## src/rtl/a_rom_reader.sv

```systemverilog
// a_rom_reader
// Sweeps the A-matrix ROM from address 0 to DEPTH-1 and streams each word
// out over a valid/ready handshake. A sweep begins on a start pulse. If the
// ROM load has not finished yet, the sweep waits for it. The ROM has one
// cycle of read latency. Reads are throttled so that every word already
// requested always has room in a 2-entry output FIFO. Because of that, a
// stalled consumer never causes a word to be dropped.
//
// Ports
//   clk        : single rising-edge clock
//   rst        : synchronous active-high reset
//   aload_done : level, high once the A ROM has been loaded
//   start      : one-cycle sweep request, honoured only when idle
//   rom_addr   : read address to the A ROM
//   rom_rdata  : ROM read data, valid one cycle after rom_addr
//   out_data   : streamed A word (FIFO head)
//   out_valid  : out_data holds a valid word
//   out_ready  : downstream accepts the word this cycle
//   out_last   : marks the word read from address DEPTH-1
//   busy       : high from start acceptance until the sweep ends
//   done       : one-cycle pulse at the end of a sweep
module a_rom_reader #(
  parameter int DATA_W = 14,
  parameter int DEPTH  = 16,
  parameter int ADDR_W = 4
) (
  input  logic              clk,
  input  logic              rst,
  input  logic              aload_done,
  input  logic              start,
  output logic [ADDR_W-1:0] rom_addr,
  input  logic [DATA_W-1:0] rom_rdata,
  output logic [DATA_W-1:0] out_data,
  output logic              out_valid,
  input  logic              out_ready,
  output logic              out_last,
  output logic              busy,
  output logic              done
);

  typedef enum logic [2:0] {
    IDLE,
    WAIT_LOAD,
    READ,
    DRAIN,
    DONE
  } state_t;

  state_t            r_state;
  logic [ADDR_W-1:0] r_addr;
  logic              r_busy;
  logic              r_done;

  // One read may be outstanding in the ROM pipeline at any time.
  logic              r_inflight;
  logic              r_inflightLast;

  // Two-entry FIFO. Slot 0 is always the head.
  logic [1:0]        r_count;
  logic [DATA_W-1:0] r_data0;
  logic [DATA_W-1:0] r_data1;
  logic              r_last0;
  logic              r_last1;

  logic              w_pop;
  logic              w_issue;
  logic              w_addrLast;
  logic [2:0]        w_occupancy;
  logic [1:0]        w_slot;

  // A word leaves the FIFO only on a completed handshake.
  assign w_pop = (r_count != 2'd0) && out_ready;

  // Count the words the FIFO will have to hold: the words already buffered
  // plus the one still in the ROM, minus the word leaving this cycle. A new
  // read is issued only if that count stays below two, so its data always
  // has a slot waiting for it.
  assign w_occupancy = {1'b0, r_count} + {2'b00, r_inflight} - {2'b00, w_pop};
  assign w_issue     = (r_state == READ) && (w_occupancy < 3'd2);
  assign w_addrLast  = (r_addr == ADDR_W'(DEPTH - 1));

  // Slot that returning data lands in, after this cycle's pop shifts the head.
  assign w_slot = r_count - {1'b0, w_pop};

  assign rom_addr  = r_addr;
  assign out_data  = r_data0;
  assign out_last  = r_last0;
  assign out_valid = (r_count != 2'd0);
  assign busy      = r_busy;
  assign done      = r_done;

  // Sweep control FSM. It owns the read address and the busy/done outputs.
  // aload_done and start are looked at only while waiting for work, so
  // changes to them during a sweep have no effect.
  always_ff @(posedge clk) begin
    if (rst) begin
      r_state <= IDLE;
      r_addr  <= '0;
      r_busy  <= 1'b0;
      r_done  <= 1'b0;
    end else begin
      r_done <= 1'b0;
      case (r_state)
        IDLE: begin
          if (start) begin
            r_busy  <= 1'b1;
            r_state <= aload_done ? READ : WAIT_LOAD;
          end
        end
        WAIT_LOAD: begin
          if (aload_done) begin
            r_state <= READ;
          end
        end
        READ: begin
          if (w_issue) begin
            if (w_addrLast) begin
              r_state <= DRAIN;
            end else begin
              r_addr <= r_addr + 1'b1;
            end
          end
        end
        DRAIN: begin
          if (w_pop && r_last0) begin
            r_state <= DONE;
            r_done  <= 1'b1;
            r_addr  <= '0;
          end
        end
        DONE: begin
          r_busy  <= 1'b0;
          r_state <= IDLE;
        end
        default: begin
          r_state <= IDLE;
        end
      endcase
    end
  end

  // ROM return path and output FIFO. The data for a read issued in one cycle
  // is captured in the next cycle. A pop shifts slot 1 into the head. A push
  // then writes whichever slot is free after that shift. A reset drops any
  // read still in flight along with the FIFO contents.
  always_ff @(posedge clk) begin
    if (rst) begin
      r_inflight     <= 1'b0;
      r_inflightLast <= 1'b0;
      r_count        <= 2'd0;
      r_data0        <= '0;
      r_data1        <= '0;
      r_last0        <= 1'b0;
      r_last1        <= 1'b0;
    end else begin
      r_inflight     <= w_issue;
      r_inflightLast <= w_issue && w_addrLast;
      if (w_pop) begin
        r_data0 <= r_data1;
        r_last0 <= r_last1;
      end
      if (r_inflight) begin
        if (w_slot == 2'd0) begin
          r_data0 <= rom_rdata;
          r_last0 <= r_inflightLast;
        end else begin
          r_data1 <= rom_rdata;
          r_last1 <= r_inflightLast;
        end
      end
      r_count <= r_count + {1'b0, r_inflight} - {1'b0, w_pop};
    end
  end

endmodule

```

## config.mk

```make
export PLATFORM = sky130hd
export DESIGN_NAME = a_rom_reader
export DESIGN_NICKNAME = d
export VERILOG_FILES = /design/src/rtl/a_rom_reader.sv
export SDC_FILE = /design/constraint.sdc
export NUM_CORES = 1
export LEC_CHECK = 0
export ABC_CLOCK_PERIOD_IN_PS = 6330
export CELL_PAD_IN_SITES_DETAIL_PLACEMENT = 2
export CELL_PAD_IN_SITES_GLOBAL_PLACEMENT = 2
export CORE_AREA = 5 5 93 74
export DETAILED_ROUTE_END_ITERATION = 8
export DIE_AREA = 0 0 98 79
export PLACE_DENSITY_LB_ADDON = 0.25
export SETUP_SLACK_MARGIN = 0.2
export SLEW_MARGIN = 20
export SYNTH_ARGS = -nofsm -noshare
export SYNTH_HDL_FRONTEND = slang
export SYNTH_SLANG_ARGS = --single-unit
```

## constraint.sdc

```tcl
create_clock -name clk -period 6.33 [get_ports clk]
set_input_delay 1.266 -clock clk [delete_from_list [all_inputs] [get_ports clk]]
set_output_delay 1.266 -clock clk [all_outputs]
set_load 0.005 [all_outputs]
```

==> results of run 1 <==
per-stage QoR:
stage	setup WS (ps)	power [mW]	utilization, %	cells	hold slack, ps
after CTS	2559	0.6550	40.80	307	510.2
final	2555	0.6432	40.80	307	502.6
after global routing	2437	0.6757	40.80	307	544.4
after floorplan	2987	0.3489	-	189	461.1
after global placement	2375	0.3944	38.58	299	479.3
after detailed placement	2272	0.3964	38.58	299	487.9
state kept, by name (all words and copies together), names as in the netlist, 2 cells and up:
| name | cells |
|---|---|
| out_data | 14 |
| r_data1 | 14 |
| rom_addr | 4 |
| r_state | 3 |
| r_count | 2 |
cell type report:
class | count | share of cell area (%)
multi-input cells | 129 | 37.42
repair buffers | 42 | 17.04
inverters | 4 | 0.6160
clock buffers | 6 | 2.977
flip-flops and latches | 43 | 35.32
well taps | 81 | 4.158
clock inverters | 2 | 2.464
cell families after synthesis:
logic type	count (synthesis)	share of synthesized area, %
simple gates	59	15.59
flops	43	46.24
compound gates	35	13.71
mux	30	16.13
buf+inv	17	4.771
fa+ha+maj	4	3.092
xor+xnor	1	0.4705
per-layer routing:
| metal | track usage, % | wire (um) | up-vias |
|---|---|---|---|
| met5 | 0 | 0 | - |
| met4 | 4.979 | 61 | 0 |
| met3 | 3.248 | 134 | 6 |
| met2 | 22.15 | 2385 | 25 |
| met1 | 17.43 | 2343 | 755 |
| li1 | - | - | 755 |
report_power, final:
part	internal, mW	total (mW)	switching (mW)
clock	0.158	0.254	0.0967
combinational	0.0504	0.0896	0.0392
sequential	0.285	0.299	0.0144
path summary, 6_finish.rpt:
check	from	to	slack, ps
setup / recovery	out_ready	rom_addr[1]	2560
hold / removal	r_data1[8]	r_data1[8]	500
setup reg to reg	r_count[0]	rom_addr[1]	3630
hold reg to reg	r_data1[8]	r_data1[8]	500
cell usage after synthesis, drive strengths merged, types with 2 or more instances:
| cell | instances | share of area (%) |
|---|---|---|
| ha | 3 | 2.0 |
| o21ai | 4 | 1.1 |
| or4 | 2 | 0.81 |
| nor2 | 35 | 7.1 |
| a21oi | 4 | 1.1 |
| mux2i | 30 | 16 |
| clkbuf | 8 | 2.2 |
| o311ai | 2 | 0.94 |
| inv | 4 | 0.81 |
| buf | 5 | 1.8 |
| nor4b | 3 | 1.4 |
| nor3 | 2 | 0.54 |
| nand4 | 2 | 0.67 |
| dfxtp | 43 | 46 |
| nand2b | 2 | 0.67 |
| nor2b | 4 | 1.3 |
| nand2 | 3 | 0.60 |
| a211oi | 17 | 6.9 |
tightest hold or removal path, cell delays in order (launching register included):
cell and delay (ps):
dfxtp_1 330, mux2i_1 70, nor2_1 70
==> flow_summary.json, run 1 <==
{
  "drtPass1Iterations": 4,
  "design_area_um2": 2437,
  "path_delay_family": "simple AND/OR/NAND/NOR gates",
  "synth_edf_count": 0,
  "skew_ps": 10.04,
  "clkTransAtPathRegs_ps": 80,
  "path_cells": "clkdlybuf4s50_1, nand2b_1, nand2_1, ha_1, fa_1, xnor2_1, o41a_1, or4b_1, a21oi_1",
  "drc": 0,
  "synthFlopType": "dfxtp_1",
  "drive_above_1_share_pct": 5.752,
  "final_common_cell": "dfxtp_1",
  "period_share_pct": 59.63,
  "grt_pass1_vias": 1685,
  "path_buf_inv": 1,
  "multi_input_area_um2": 912.1,
  "dp_hpwl_um": 3340,
  "rows": 25,
  "powerDensity_nw_per_um2": 263.9,
  "ys_async_sr_fraction_pct": 0,
  "ioPinCount": 41,
  "power.leakage_nw": 1.068,
  "hold_violations": 0,
  "die-area_um2": 7742,
  "cts_buffers": 5,
  "ys_warn_count": 0,
  "syn-cell-area_um2": 1862,
  "dr_total_vias": 1541,
  "crit_cells": 9,
  "synth_seq_cells": 43,
  "grt.overflow.total": 0,
  "cts_tree": "done",
  "synth_cell_types": 37,
  "synthCells": 189,
  "post_cts_buffers": 0,
  "grt_max_degree": 42,
  "worstSetupPathType": "primary input to flip-flop",
  "cts-root-buf": "clkbuf_8",
  "start_util_pct": 31.16,
  "cap_violations": 0,
  "die_w_um": 98,
  "final_cell_mix": "dfxtp_1 (43), clkdlybuf4s50_1 (40), nor2_1 (35)",
  "max_clock_freq_mhz": 264.9,
  "tightestPinTransition_ps": 873.2,
  "via_per_inst": 5.020,
  "setup_tns_ps": 0,
  "holdBufCountCts": 0,
  "syn2layout_area_growth_pct": 30.91,
  "drv_slew": 0,
  "slowest_stage": "clkdlybuf4s50_1",
  "clock_sinks": 43,
  "final_net_count": 248,
  "crit_fanout": 6,
  "rsz0062_at_grt": "false",
  "syn_avg_cell_area_um2": 9.851,
  "relSlewSlack_pct": 41.64,
  "hold_path_class": "flip-flop to flip-flop",
  "routed_wirelength_um": 4924,
  "antenna_cells": 0,
  "worst_ep_arrival_time_ps": 4000,
  "reg2reg_depth": 8,
  "cts_resized": 0,
  "die_h_um": 79,
  "cts_max_path_buffers": 2,
  "gp_congestion": 0.7120,
  "nFillCells": 660,
  "worstHoldPathCells": 2,
  "ant_nets": 0,
  "cp_data_required_time_ps": 6550,
  "drt-initial-drc-count": 37,
  "dpl_cell_area_um2": 2305,
  "design.core.area_um2": 5974,
  "wl_per_cell_um": 16.04,
  "cp-end-kind": "flip-flop",
  "grt_usage_pct": 13.55,
  "status": "finished clean",
  "peakVddDrop_mv": 0.08725,
  "io_buffers": 40,
  "ys_seq_area_share_pct": 46.24,
  "h-tree-depth": 2,
  "synth_nets": 212,
  "start_kind": "primary input",
  "grt_pass1_wl_um": 8459,
  "crit_path_max_incr_delay_ps": 530,
  "period_minus_slack_ps": 3775,
  "insertion_delay_ps": 300,
  "seq_area_um2": 860.8,
  "antenna_found_initial": 0,
  "finalSetupViolations": 0
}
No activity file was read; power rests on OpenSTA's default activity.
==> run 2: changes to the inputs <==
--- a/config.mk
+++ b/config.mk
@@ -5,12 +5,12 @@
 export SDC_FILE = /design/constraint.sdc
 export NUM_CORES = 1
 export LEC_CHECK = 0
-export ABC_CLOCK_PERIOD_IN_PS = 6330
+export ABC_CLOCK_PERIOD_IN_PS = 3450
 export CELL_PAD_IN_SITES_DETAIL_PLACEMENT = 2
 export CELL_PAD_IN_SITES_GLOBAL_PLACEMENT = 2
-export CORE_AREA = 5 5 93 74
+export CORE_AREA = 5 5 102 80
 export DETAILED_ROUTE_END_ITERATION = 8
-export DIE_AREA = 0 0 98 79
+export DIE_AREA = 0 0 107 85
 export PLACE_DENSITY_LB_ADDON = 0.25
 export SETUP_SLACK_MARGIN = 0.2
 export SLEW_MARGIN = 20
==> constraint.sdc (replaced) <==
create_clock -name clk -period 3.45 [get_ports clk]
set_input_delay 0.69 -clock clk [delete_from_list [all_inputs] [get_ports clk]]
set_output_delay 0.69 -clock clk [all_outputs]
set_load 0.005 [all_outputs]
==> flow_summary.json, run 2 (synthesis gave the netlist of run 1 again) <==
{
  "status": "finished clean",
  "io_buffers": 40,
  "crit_fanout": 6,
  "drtPass1Iterations": 4,
  "antenna_cells": 0,
  "drv_slew": 0,
  "relSlewSlack_pct": 38.88,
  "cts_max_path_buffers": 2,
  "period_minus_slack_ps": 3128,
  "final_common_cell": "dfxtp_1",
  "rsz0062_at_grt": "false",
  "grt_pass1_wl_um": 8273,
  "h-tree-depth": 2,
  "worst_ep_arrival_time_ps": 3350,
  "via_per_inst": 4.771,
  "ioPinCount": 41,
  "crit_path_max_incr_delay_ps": 520,
  "rows": 27,
  "hold_path_class": "flip-flop to flip-flop",
  "grt_max_degree": 36,
  "grt_usage_pct": 11.13,
  "multi_input_area_um2": 912.1,
  "peakVddDrop_mv": 0.1393,
  "max_clock_freq_mhz": 319.7,
  "post-route-util_pct": 34.14,
  "hold_violations": 0,
  "clock_sinks": 43,
  "final_cell_mix": "dfxtp_1 (43), clkdlybuf4s50_1 (40), nor2_1 (35)",
  "final_net_count": 251,
  "worstSetupPathType": "primary input to flip-flop",
  "powerDensity_nw_per_um2": 427.9,
  "power.leakage_nw": 1.064,
  "finalSetupViolations": 0,
  "design.core.area_um2": 7094,
  "cts_resized": 0,
  "drc": 0,
  "skew_ps": 3.240,
  "dp_hpwl_um": 3369,
  "gp_congestion": 0.7497,
  "cp-end-kind": "flip-flop",
  "die_h_um": 85,
  "slowest_stage": "clkdlybuf4s50_1",
  "dr_total_vias": 1503,
  "drive_above_1_share_pct": 7.018,
  "whs_ps": 503.0,
  "antenna_found_initial": 0,
  "start_util_pct": 26.24,
  "grt_pass1_vias": 1630,
  "cts_tree": "done",
  "tightestPinTransition_ps": 914.6,
  "start_kind": "primary input",
  "dp_slack_ps": 2.385,
  "cap_violations": 0,
  "nFillCells": 809,
  "seq_area_um2": 860.8,
  "syn2layout_area_growth_pct": 30.11,
  "ant_nets": 0,
  "cts_buffers": 5,
  "path_cells": "clkdlybuf4s50_1, nand2b_1, nand2_1, ha_1, fa_1, o41a_1, or4b_1, a21oi_1",
  "routed_wirelength_um": 4773,
  "period_share_pct": 90.67,
  "cts-root-buf": "clkbuf_8",
  "setup_slack_ps": 322.0,
  "die_w_um": 107,
  "setup_tns_ps": 0,
  "clkTransAtPathRegs_ps": 80,
  "drt-initial-drc-count": 21,
  "wl_per_cell_um": 15.15,
  "insertion_delay_ps": 280,
  "grt.overflow.total": 0,
  "die-area_um2": 9095,
  "cp_data_required_time_ps": 3670,
  "holdBufCountCts": 0,
  "post_cts_buffers": 0
}
[run 2: cell count changes in the layout (fill, tap and decap cells not counted)]
| cell | before | now |
|---|---|---|
| clkbuf_1 | 1 | 0 |
| clkinv_2 | 0 | 1 |
| bufinv_16 | 2 | 0 |
| buf_4 | 2 | 5 |
| clkbuf_8 | 5 | 6 |
[run 2: cell type report]
class | instances | share of cell area, %
clock buffers | 6 | 3.409
clock inverters | 1 | 0.2066
inverters | 4 | 0.6198
multi-input cells | 129 | 37.66
flip-flops and latches | 43 | 35.54
well taps | 87 | 4.494
repair buffers | 45 | 18.08
[run 2: path summary, 6_finish.rpt]
| path | slack, ps | end | cells after the start | start |
|---|---|---|---|---|
| min reg2reg | 500 | r_data1[6] | 2 | r_data1[6] |
| max reg2reg | 910 | rom_addr[1] | 7 | r_count[0] |
| max | 320 | rom_addr[1] | 8 | out_ready |
| min | 500 | r_data1[6] | 2 | r_data1[6] |
[run 2: per-stage QoR]
stage | cells | area [um^2] | power [mW]
after floorplan | 189 | 1862 | 0.6401
after global placement | 308 | 2335 | 0.7277
after detailed placement | 308 | 2335 | 0.7309
after CTS | 315 | 2422 | 1.062
after global routing | 315 | 2422 | 1.104
final | 315 | 2422 | 1.037
[run 2: worst max-delay path, delay by kind of cell]
kind,cells,cell delay [ps]
AND/OR/NAND/NOR,3,770
AO/OA/AOI/OAI,2,650
adder cells (fa/ha/maj),2,700
buffers and inverters,1,520
[run 2: power by group]
group,internal (mW),switching [mW]
Clock,0.157,0.164
Sequential,0.522,0.0260
Combinational,0.0941,0.0733
Total,0.774,0.263
[run 2: layer usage]
layer	up-vias	global-route usage [%]	wire length, um	part of all wire [%]
met4	0	2.787	37	0.78
met1	716	15.34	2415	51
li1	757	-	-	-
met5	-	0	0	0
met3	2	3.042	209	4.4
met2	28	17.26	2111	44
==> run 3: changes to the inputs <==
--- a/config.mk
+++ b/config.mk
@@ -13,6 +13,7 @@
 export DIE_AREA = 0 0 107 85
 export PLACE_DENSITY_LB_ADDON = 0.25
 export SETUP_SLACK_MARGIN = 0.2
+export SKIP_LAST_GASP = 1
 export SLEW_MARGIN = 20
 export SYNTH_ARGS = -nofsm -noshare
 export SYNTH_HDL_FRONTEND = slang
==> results of run 3 <==
The final DEF is identical to that of run 2; final timing and power are the same.
